File: src/rtl/ff_bank_multimode.sv
// ff_bank_multimode
//   A bank of WIDTH independent flip-flops that share one clock and one reset.
//   A run-time mode selects SR, JK, D or T behaviour for the whole bank, and
//   each bit has its own enable. When an SR-mode bit sees S=R=1, a fixed
//   policy resolves it, so the state never becomes X. These events are flagged
//   for one cycle and counted by a saturating counter for diagnostics.
//
// Parameters
//   WIDTH        number of flip-flop channels (>=1)
//   SR11_POLICY  SR-mode S=R=1 resolution: 0 hold, 1 force 0, 2 force 1
//   RESET_VAL    value loaded into q on reset
//   CNT_W        width of the conflict counter (>=1)
//
// Ports
//   clk           in   rising-edge clock
//   rst           in   asynchronous active-low reset
//   mode          in   2'b00 SR, 2'b01 JK, 2'b10 D, 2'b11 T
//   en            in   per-bit enable, 0 holds the bit
//   a             in   S / J / D / T input per bit
//   b             in   R / K input per bit (ignored in D and T)
//   clr_cnt       in   synchronous clear of conflict_cnt
//   q             out  flip-flop state
//   qbar          out  registered complement of q
//   conflict      out  an SR S=R=1 occurred on an enabled bit at the last edge
//   conflict_cnt  out  saturating count of edges with a conflict
module ff_bank_multimode #(
  parameter int               WIDTH       = 8,
  parameter int               SR11_POLICY = 0,
  parameter logic [WIDTH-1:0] RESET_VAL   = '0,
  parameter int               CNT_W       = 8
) (
  input  logic             clk,
  input  logic             rst,
  input  logic [1:0]       mode,
  input  logic [WIDTH-1:0] en,
  input  logic [WIDTH-1:0] a,
  input  logic [WIDTH-1:0] b,
  input  logic             clr_cnt,
  output logic [WIDTH-1:0] q,
  output logic [WIDTH-1:0] qbar,
  output logic             conflict,
  output logic [CNT_W-1:0] conflict_cnt
);

  typedef enum logic [1:0] {
    MODE_SR = 2'b00,
    MODE_JK = 2'b01,
    MODE_D  = 2'b10,
    MODE_T  = 2'b11
  } mode_e;

  logic [WIDTH-1:0] q_q, q_d;
  logic [WIDTH-1:0] qbar_q;
  logic             conflict_q, conflict_d;
  logic [CNT_W-1:0] cnt_q, cnt_d;
  logic [WIDTH-1:0] srSet, srClr, srBoth;

  // Next state for the whole bank. Enable masking is folded into each mode's
  // expression so disabled bits always keep q_q. In SR mode the S=R=1 bits are
  // folded into either the set or the clear mask, depending on the policy;
  // with the hold policy they appear in neither mask, so they keep their value.
  always_comb begin
    q_d    = q_q;
    srBoth = en & a & b;
    srSet  = en & a & ~b;
    srClr  = en & ~a & b;
    if (SR11_POLICY == 1) begin
      srClr = srClr | srBoth;
    end else if (SR11_POLICY == 2) begin
      srSet = srSet | srBoth;
    end
    case (mode_e'(mode))
      MODE_SR: q_d = (q_q & ~srClr) | srSet;
      MODE_JK: q_d = (en & ((a & ~q_q) | (~b & q_q))) | (~en & q_q);
      MODE_D:  q_d = (en & a) | (~en & q_q);
      MODE_T:  q_d = q_q ^ (en & a);
      default: q_d = q_q;
    endcase
  end

  // The conflict flag reflects only the current edge. The counter clear takes
  // priority over an increment, and the counter sticks at all-ones instead of
  // wrapping.
  always_comb begin
    conflict_d = (mode_e'(mode) == MODE_SR) && (|srBoth);
    cnt_d      = cnt_q;
    if (clr_cnt) begin
      cnt_d = '0;
    end else if (conflict_d && (cnt_q != {CNT_W{1'b1}})) begin
      cnt_d = cnt_q + 1'b1;
    end
  end

  // qbar has its own register, loaded from ~q_d, so it changes on the same
  // edge as q and stays an exact complement, including through reset.
  always_ff @(posedge clk or negedge rst) begin
    if (!rst) begin
      q_q        <= RESET_VAL;
      qbar_q     <= ~RESET_VAL;
      conflict_q <= 1'b0;
      cnt_q      <= '0;
    end else begin
      q_q        <= q_d;
      qbar_q     <= ~q_d;
      conflict_q <= conflict_d;
      cnt_q      <= cnt_d;
    end
  end

  assign q            = q_q;
  assign qbar         = qbar_q;
  assign conflict     = conflict_q;
  assign conflict_cnt = cnt_q;

endmodule

File: config.mk
export PLATFORM = sky130hd
export DESIGN_NAME = ff_bank_multimode
export DESIGN_NICKNAME = d
export VERILOG_FILES = /design/src/rtl/ff_bank_multimode.sv
export SDC_FILE = /design/constraint.sdc
export NUM_CORES = 1
export LEC_CHECK = 0
export BUFFER_PORTS_ARGS = -buffer_cell sky130_fd_sc_hd__buf_2
export CORE_ASPECT_RATIO = 0.7
export CORE_MARGIN = 3
export CORE_UTILIZATION = 45
export DETAILED_ROUTE_END_ITERATION = 16
export PLACE_DENSITY = 0.73
export REMOVE_ABC_BUFFERS = 1
export SETUP_SLACK_MARGIN = 0.05
export SLEW_MARGIN = 25
export SYNTH_ARGS = -nofsm -noshare
export SYNTH_HDL_FRONTEND = slang
export SYNTH_SLANG_ARGS = --single-unit
File: constraint.sdc
create_clock -name clk -period 2.09 [get_ports clk]
set_input_delay 0.1045 -clock clk [delete_from_list [all_inputs] [get_ports clk]]
set_output_delay 0.1045 -clock clk [all_outputs]
set_load 0.05 [all_outputs]
==> out/qor.yml, run 1 <==
status:
  status: "finished clean"
placed_design:
  dp_slack_ps: 276
  dp_cells: 283
  port_buffers: 53
  gp_congestion: 0.861
  post-dp-hpwl_um: 2910
floorplanning:
  dieHeight_um: 56.8
  fp-row-count: 17
  io_pins: 54
  coreArea_um2: 3340
  die_w_um: 78.5
  start_util_pct: 49.6
  die_area_um2: 4460
setup_path:
  crit_fanout: 10
  slowest_stage: "dfrtp_1"
  rrSetupSlack_ps: 300
  ff2ff_path_depth: 6
  crit_chain: "ha_1 -> and4_4 -> a41oi_2 -> o21ai_2 -> or3_1 -> a21oi_1"
  critPathMaxStageDelay_ps: 430
  cp.arrival_ps: 1990
  start_kind: "flop"
  reg2reg_from: "conflict_cnt[0]$_DFFE_PN0P_"
  worstReg2RegEnd: "conflict_cnt[4]$_DFFE_PN0P_"
  worstSetupEndpointType: "flop"
  crit_type: "reg -> reg"
  cp.required_ps: 2280
clocking:
  cts_tree: "done"
  clk_path_buf_depth: 2
  clockRootBuffer: "clkbuf_8"
  clk_pin_slew_ps: 80
  htreeDepth: 1
  clk_latency_ps: 260
  cts.sinks: 25
  post_cts_buffers: 0
  cts_buffers: 3
min_path:
  whs_path_depth: 2
  min_path_type: "in -> reg"
  min_to: "conflict_cnt[5]$_DFFE_PN0P_"
  hold_start: "clr_cnt"
final_layout:
  fillCellCount: 301
  diodes: 0
  instances_no_fill: 288
  drive_gt1_share_pct: 32.4
  nets: 275
  area_delta_synth_final_pct: 22.0
synthesis:
  synthTopCellsByArea: "dfrtp_1 (26%), dfstp_2 (13%), o21ai_0 (8.2%)"
  synth_top_family_by_area: "compound AO/OA/AOI/OAI gates"
  synth.mux.area_fraction_pct: 9.58
  synthAdderAreaFrac_pct: 3.02
  synthXorXnorAreaFrac_pct: 4.75
  avgSynthCellArea_um2: 8.87
  synth_top_cell_by_area: "dfrtp_1"
  synthesis.area_um2: 1660
  async_flop_share_pct: 100
  synth.distinct_cells: 33
  yosys.area.top_type_share_pct: 25.7
  synthCells: 187
  synth_commonest_cells: "o21ai_0 (27), a21oi_1 (20), nand2_1 (20)"
  ys_seq_area_share_pct: 38.3
  yosysMostFrequentCell: "o21ai_0"
  synth-compound-area-share_pct: 26.3
  ys_seq_elements: 25
  yosys.area_share.simple_pct: 13.9
  synth_edf_count: 0
  ys_warn_count: 0
  synth_flop_cell: "dfrtp_1"
global_routing:
  grt_overflow: 0
  antenna_found_initial: 0
  grt_max_degree: 26
  groute.usage.overall_pct: 17.4
  grt_pass1_wl_um: 6310
  grt_pass1_vias: 1322
timing:
  skew_ps: 0.696
  rsz0062_at_grt: "false"
  worst_pin_slew_ps: 580
  fin_ws_ps: 296
  post-route-period-util_pct: 85.9
  relSlewSlack_pct: 61.3
  period_minus_slack_ps: 1790
  hold_violations: 0
  setup_violations: 0
  slew_viol_final: 0
  tns_ps: 0
  fmax_ghz: 0.557
routing:
  ant_nets: 0
  drt_wl_total_um: 3840
  viasPerCell: 5.41
  vias: 1558
  drc: 0
  drt-wirelength-per-cell_um: 13.3
  drt_iter0_markers: 53
  dr.pass1.iters: 4
pwr:
  finalPower_mw: 1.60
  power_density_nw_per_um2: 793
  peakVddDrop_mv: 0.623
  cellLeakagePower_nw: 0.968
job:
  maxCapViolations: 0
-- worst max-delay path, delay by kind of cell (launching register included) --
family	cells	cell delay [ps]
DFF	1	430
adders and majority gates	1	250
and+or+nand+nor	2	540
AOI/OAI and AO/OA	3	500
-- final cells by class --
type / count / area [um2] / share of cell area [%]
repair buffers: 55 / 283 / 14.0
clock buffers: 4 / 45.0 / 2.23
inverters: 12 / 45.0 / 2.23
multi-input cells: 145 / 955 / 47.2
well taps: 47 / 58.8 / 2.91
flip-flops and latches: 25 / 636 / 31.4
-- cells by family after synthesis --
| logic type | after synthesis |
|---|---|
| mux | 15 |
| fa+ha+maj | 4 |
| simple gates | 47 |
| buf+inv | 17 |
| xor+xnor | 9 |
| flops | 25 |
| compound gates | 70 |
-- what timing repair did --
action                                  4_1_cts  5_1_grt
hold endpoints to repair                     17        0
resized for setup                             0        0
endpoints found under the setup margin        0        0
hold buffers                                  1        0
-- worst max-delay path by stage --
stage                                startpoint  slack, ps  cells past startpoint                          end
floorplan           conflict_cnt[0]$_DFFE_PN0P_        180                      6  conflict_cnt[4]$_DFFE_PN0P_
global placement                        mode[0]        310                      7               q[2]$_DFF_PN0_
detailed placement                      mode[0]        280                      7               q[1]$_DFF_PN0_
CTS                 conflict_cnt[0]$_DFFE_PN0P_        300                      6  conflict_cnt[4]$_DFFE_PN0P_
global route        conflict_cnt[0]$_DFFE_PN0P_        210                      6  conflict_cnt[4]$_DFFE_PN0P_
finish              conflict_cnt[0]$_DFFE_PN0P_        300                      6  conflict_cnt[4]$_DFFE_PN0P_
-- where the power goes --
part / internal, mW / total, mW / switching [mW]
clock: 0.136 / 0.286 / 0.150
combinational: 0.225 / 0.674 / 0.448
sequential: 0.574 / 0.644 / 0.0702
total: 0.935 / 1.60 / 0.668
-- cells in the final DEF, fill, tap and decap left out, types with 2 or more instances in the layout --
cell type and n:
mux2_2 7, inv_1 11, nand2_1 20, mux2i_1 8
or3_1 4, nor2b_1 2, a311oi_1 2, ha_1 4
o21ai_0 27, nand3_1 10, nand4_1 2, a22o_1 15
buf_2 53, dfstp_2 8, clkbuf_8 3, nor2_1 4
dfrtp_1 17, xnor2_1 8, a21oi_1 20
-- flip-flops by register name (all words and copies together), names as in the netlist --
name	count
conflict_cnt	8
qbar	8
q	8
conflict	1
-- through the flow --
stage | area, um2 | util [%] | hold slack, ps
after global placement | 1970 | 58.9 | 135
after floorplan | 1640 | - | -191
after CTS | 2020 | 60.5 | 91.5
after global routing | 2020 | 60.5 | 99.7
after detailed placement | 1970 | 58.9 | 131
final | 2020 | 60.5 | 96.8
-- per-layer routing --
metal  global-route usage (%)  routed length [um]
met1                     25.9                1970
met2                     25.3                1570
met3                     5.29                 295
met4                     1.75                  12
met5                        0                   0
No activity file was read; power rests on OpenSTA's default activity.
==> inputs of run 2 (changes only) <==
--- a/config.mk
+++ b/config.mk
@@ -10,6 +10,7 @@
 export CORE_MARGIN = 3
 export CORE_UTILIZATION = 45
 export DETAILED_ROUTE_END_ITERATION = 16
+export GPL_TIMING_DRIVEN = 0
 export PLACE_DENSITY = 0.73
 export REMOVE_ABC_BUFFERS = 1
 export SETUP_SLACK_MARGIN = 0.05
==> constraint.sdc (replaced) <==
create_clock -name clk -period 2 [get_ports clk]
set_input_delay 0.1 -clock clk [delete_from_list [all_inputs] [get_ports clk]]
set_output_delay 0.1 -clock clk [all_outputs]
set_load 0.05 [all_outputs]
==> run 2 against run 1 <==
  * Routed wire length rose by 0.49%
  * Largest power group unchanged
  * First-iteration DRC count rose by 23%
  * Clock-buffer cell count did not move
  * Power rose by 4.5%
  * Register-to-register slack got worse by 100 ps
  * Sequential cell count did not move
==> out/qor.yml, run 2 (synthesis gave the netlist of run 1 again) <==
status:
  status: "finished clean"  # unchanged
global_routing:
  antenna_found_initial: 0  # unchanged
  grt_pass1_vias: 1374  # was 1322
  grt_pass1_wl_um: 6510  # was 6310 um
  grt_overflow: 0  # unchanged
  groute.usage.overall_pct: 18.3  # was 17.4%
  grt_max_degree: 26  # unchanged
timing:
  relSlewSlack_pct: 62.0  # was 61.3%
  tns_ps: 0  # unchanged
  fmax_ghz: 0.554  # was 0.557 GHz
  setup_violations: 0  # unchanged
  slew_viol_final: 0  # unchanged
  worst_pin_slew_ps: 570  # was 580 ps
  rsz0062_at_grt: "false"  # unchanged
  period_minus_slack_ps: 1800  # was 1790 ps
  skew_ps: 4.77  # was 0.696 ps
  post-route-period-util_pct: 90.2  # was 85.9%
  hold_violations: 0  # unchanged
final_layout:
  seq_area_um2: 636  # unchanged
  final_cell_mix: "buf_2 (53), o21ai_0 (27), nand2_1 (20), a21oi_1 (20), dfrtp_1 (17)"  # unchanged
  area_delta_synth_final_pct: 21.5  # was 22.0%
  nets: 274  # was 275
  multi_input_area_um2: 955  # unchanged
  fillCellCount: 315  # was 301
  finish.utilization_pct: 60.3  # was 60.5%
  final_common_cell: "buf_2"  # unchanged
  final_area_um2: 2010  # was 2020 um2
  diodes: 0  # unchanged
  drive_gt1_share_pct: 32.1  # was 32.4%
  instances_no_fill: 287  # was 288
routing:
  drc: 0  # unchanged
  vias: 1531  # was 1558
  drt_wl_total_um: 3860  # was 3840 um
  dr.pass1.iters: 4  # unchanged
  wl_met1_um: 1980  # was 1970 um
  dr_wl_met3_um: 299  # was 295 um
  top_layer_used: "met4"  # unchanged
  drt-wirelength-per-cell_um: 13.5  # was 13.3 um
  drt_iter0_markers: 65  # was 53
  ant_nets: 0  # unchanged
  met2_length_um: 1570  # about the same
  viasPerCell: 5.33  # was 5.41
setup_path:
  crit_fanout: 10  # unchanged
  crit_type: "reg -> reg"  # unchanged
  cp.arrival_ps: 1990  # about the same
  worstSetupEndpointType: "flop"  # unchanged
  start_kind: "flop"  # unchanged
  reg2reg_from: "conflict_cnt[0]$_DFFE_PN0P_"  # unchanged
  cp.required_ps: 2190  # was 2280 ps
  cp-startpoint: "conflict_cnt[0]$_DFFE_PN0P_"  # unchanged
placed_design:
  placed_cell_area_um2: 1960  # was 1970 um2
  post-dp-hpwl_um: 2980  # was 2910 um
  dp_cells: 282  # was 283
  gp_congestion: 0.769  # was 0.861
  port_buffers: 53  # unchanged
pwr:
  cellLeakagePower_nw: 0.963  # was 0.968 nW
  power.internal_mw: 0.976  # was 0.935 mW
  pwr-share-comb_pct: 41.9  # was 42.0%
  net-switching-power_mw: 0.699  # was 0.668 mW
  peakVddDrop_mv: 0.416  # was 0.623 mV
  power_density_nw_per_um2: 832  # was 793 nW/um2
  clkPwrFrac_pct: 18.1  # was 17.8%
  finalPower_mw: 1.68  # was 1.60 mW
  seq_power_share_pct: 40.0  # was 40.2%
  swShare_pct: 41.7  # about the same
floorplanning:
  dieHeight_um: 56.8  # unchanged
  start_util_pct: 49.6  # unchanged
  die_w_um: 78.5  # unchanged
  io_pins: 54  # unchanged
  fp-row-count: 17  # unchanged
  coreArea_um2: 3340  # unchanged
  die_area_um2: 4460  # unchanged
min_path:
  min_path_type: "in -> reg"  # unchanged
  hold_start: "clr_cnt"  # unchanged
job:
  maxCapViolations: 0  # unchanged
clocking:
  clk_path_buf_depth: 2  # unchanged
  post_cts_buffers: 0  # unchanged
  cts.sinks: 25  # unchanged
  clk_latency_ps: 270  # was 260 ps
  cts_buffers: 3  # unchanged
  clockRootBuffer: "clkbuf_8"  # unchanged
  cts_tree: "done"  # unchanged
  htreeDepth: 1  # unchanged
  clk_pin_slew_ps: 90  # was 80 ps
==> run 2: changes by cell type in the layout (fill, tap and decap cells not counted) <==
cell   previous run  this run
buf_4             1         0
==> run 2: critical path, stage by stage, from the launching register on <==
cell	delay (ps)
dfrtp_1	420
ha_1	250
and4_4	170
a41oi_2	200
o21ai_2	160
or3_1	370
a21oi_1	160
==> run 2: power groups by stage <==
stage | sequential [mW] | combinational [mW] | clock, mW
global placement | 0.679 | 0.692 | 0
detailed placement | 0.679 | 0.701 | 0
floorplan | 0.937 | 0.261 | 0
finish | 0.671 | 0.702 | 0.303
CTS | 0.670 | 0.705 | 0.308
global route | 0.686 | 0.757 | 0.330
==> run 2: path summary, 6_finish.rpt <==
kind	cells after the start	to	slack, ps
min	2	conflict_cnt[2]$_DFFE_PN0P_	90
min in group asynchronous	2	q[3]$_DFF_PN0_	360
min reg2reg	1	conflict_cnt[6]$_DFFE_PN0P_	580
max reg2reg	6	conflict_cnt[4]$_DFFE_PN0P_	200
max in group asynchronous	2	qbar[6]$_DFF_PN1_	1270
max	6	conflict_cnt[4]$_DFFE_PN0P_	200
==> run 2: final cells by class <==
type,count,area share (%)
multi-input combinational,145,47.4
sequential,25,31.6
timing repair buffer,54,13.7
tap,47,2.92
clock buffer,4,2.24
inverter,12,2.24
==> run 2: layer usage <==
| layer | up-vias | global-route usage, % |
|---|---|---|
| met5 | - | 0 |
| li1 | 791 | - |
| met2 | 40 | 26.7 |
| met3 | 2 | 5.61 |
| met1 | 698 | 27.0 |
| met4 | 0 | 2.24 |
==> run 2: metrics by stage <==
stage	hold WS, ps	worst slack [ps]
2_1_floorplan	-196	86.6
3_3_place_gp	126	177
3_5_place_dp	130	141
4_1_cts	84.7	200
5_1_grt	98.7	87.9
6_report	90.0	196
==> run 2: repair_timing <==
item,CTS,global route
resized for setup,0,0
hold buffers,1,0
endpoints found under the hold margin,17,0
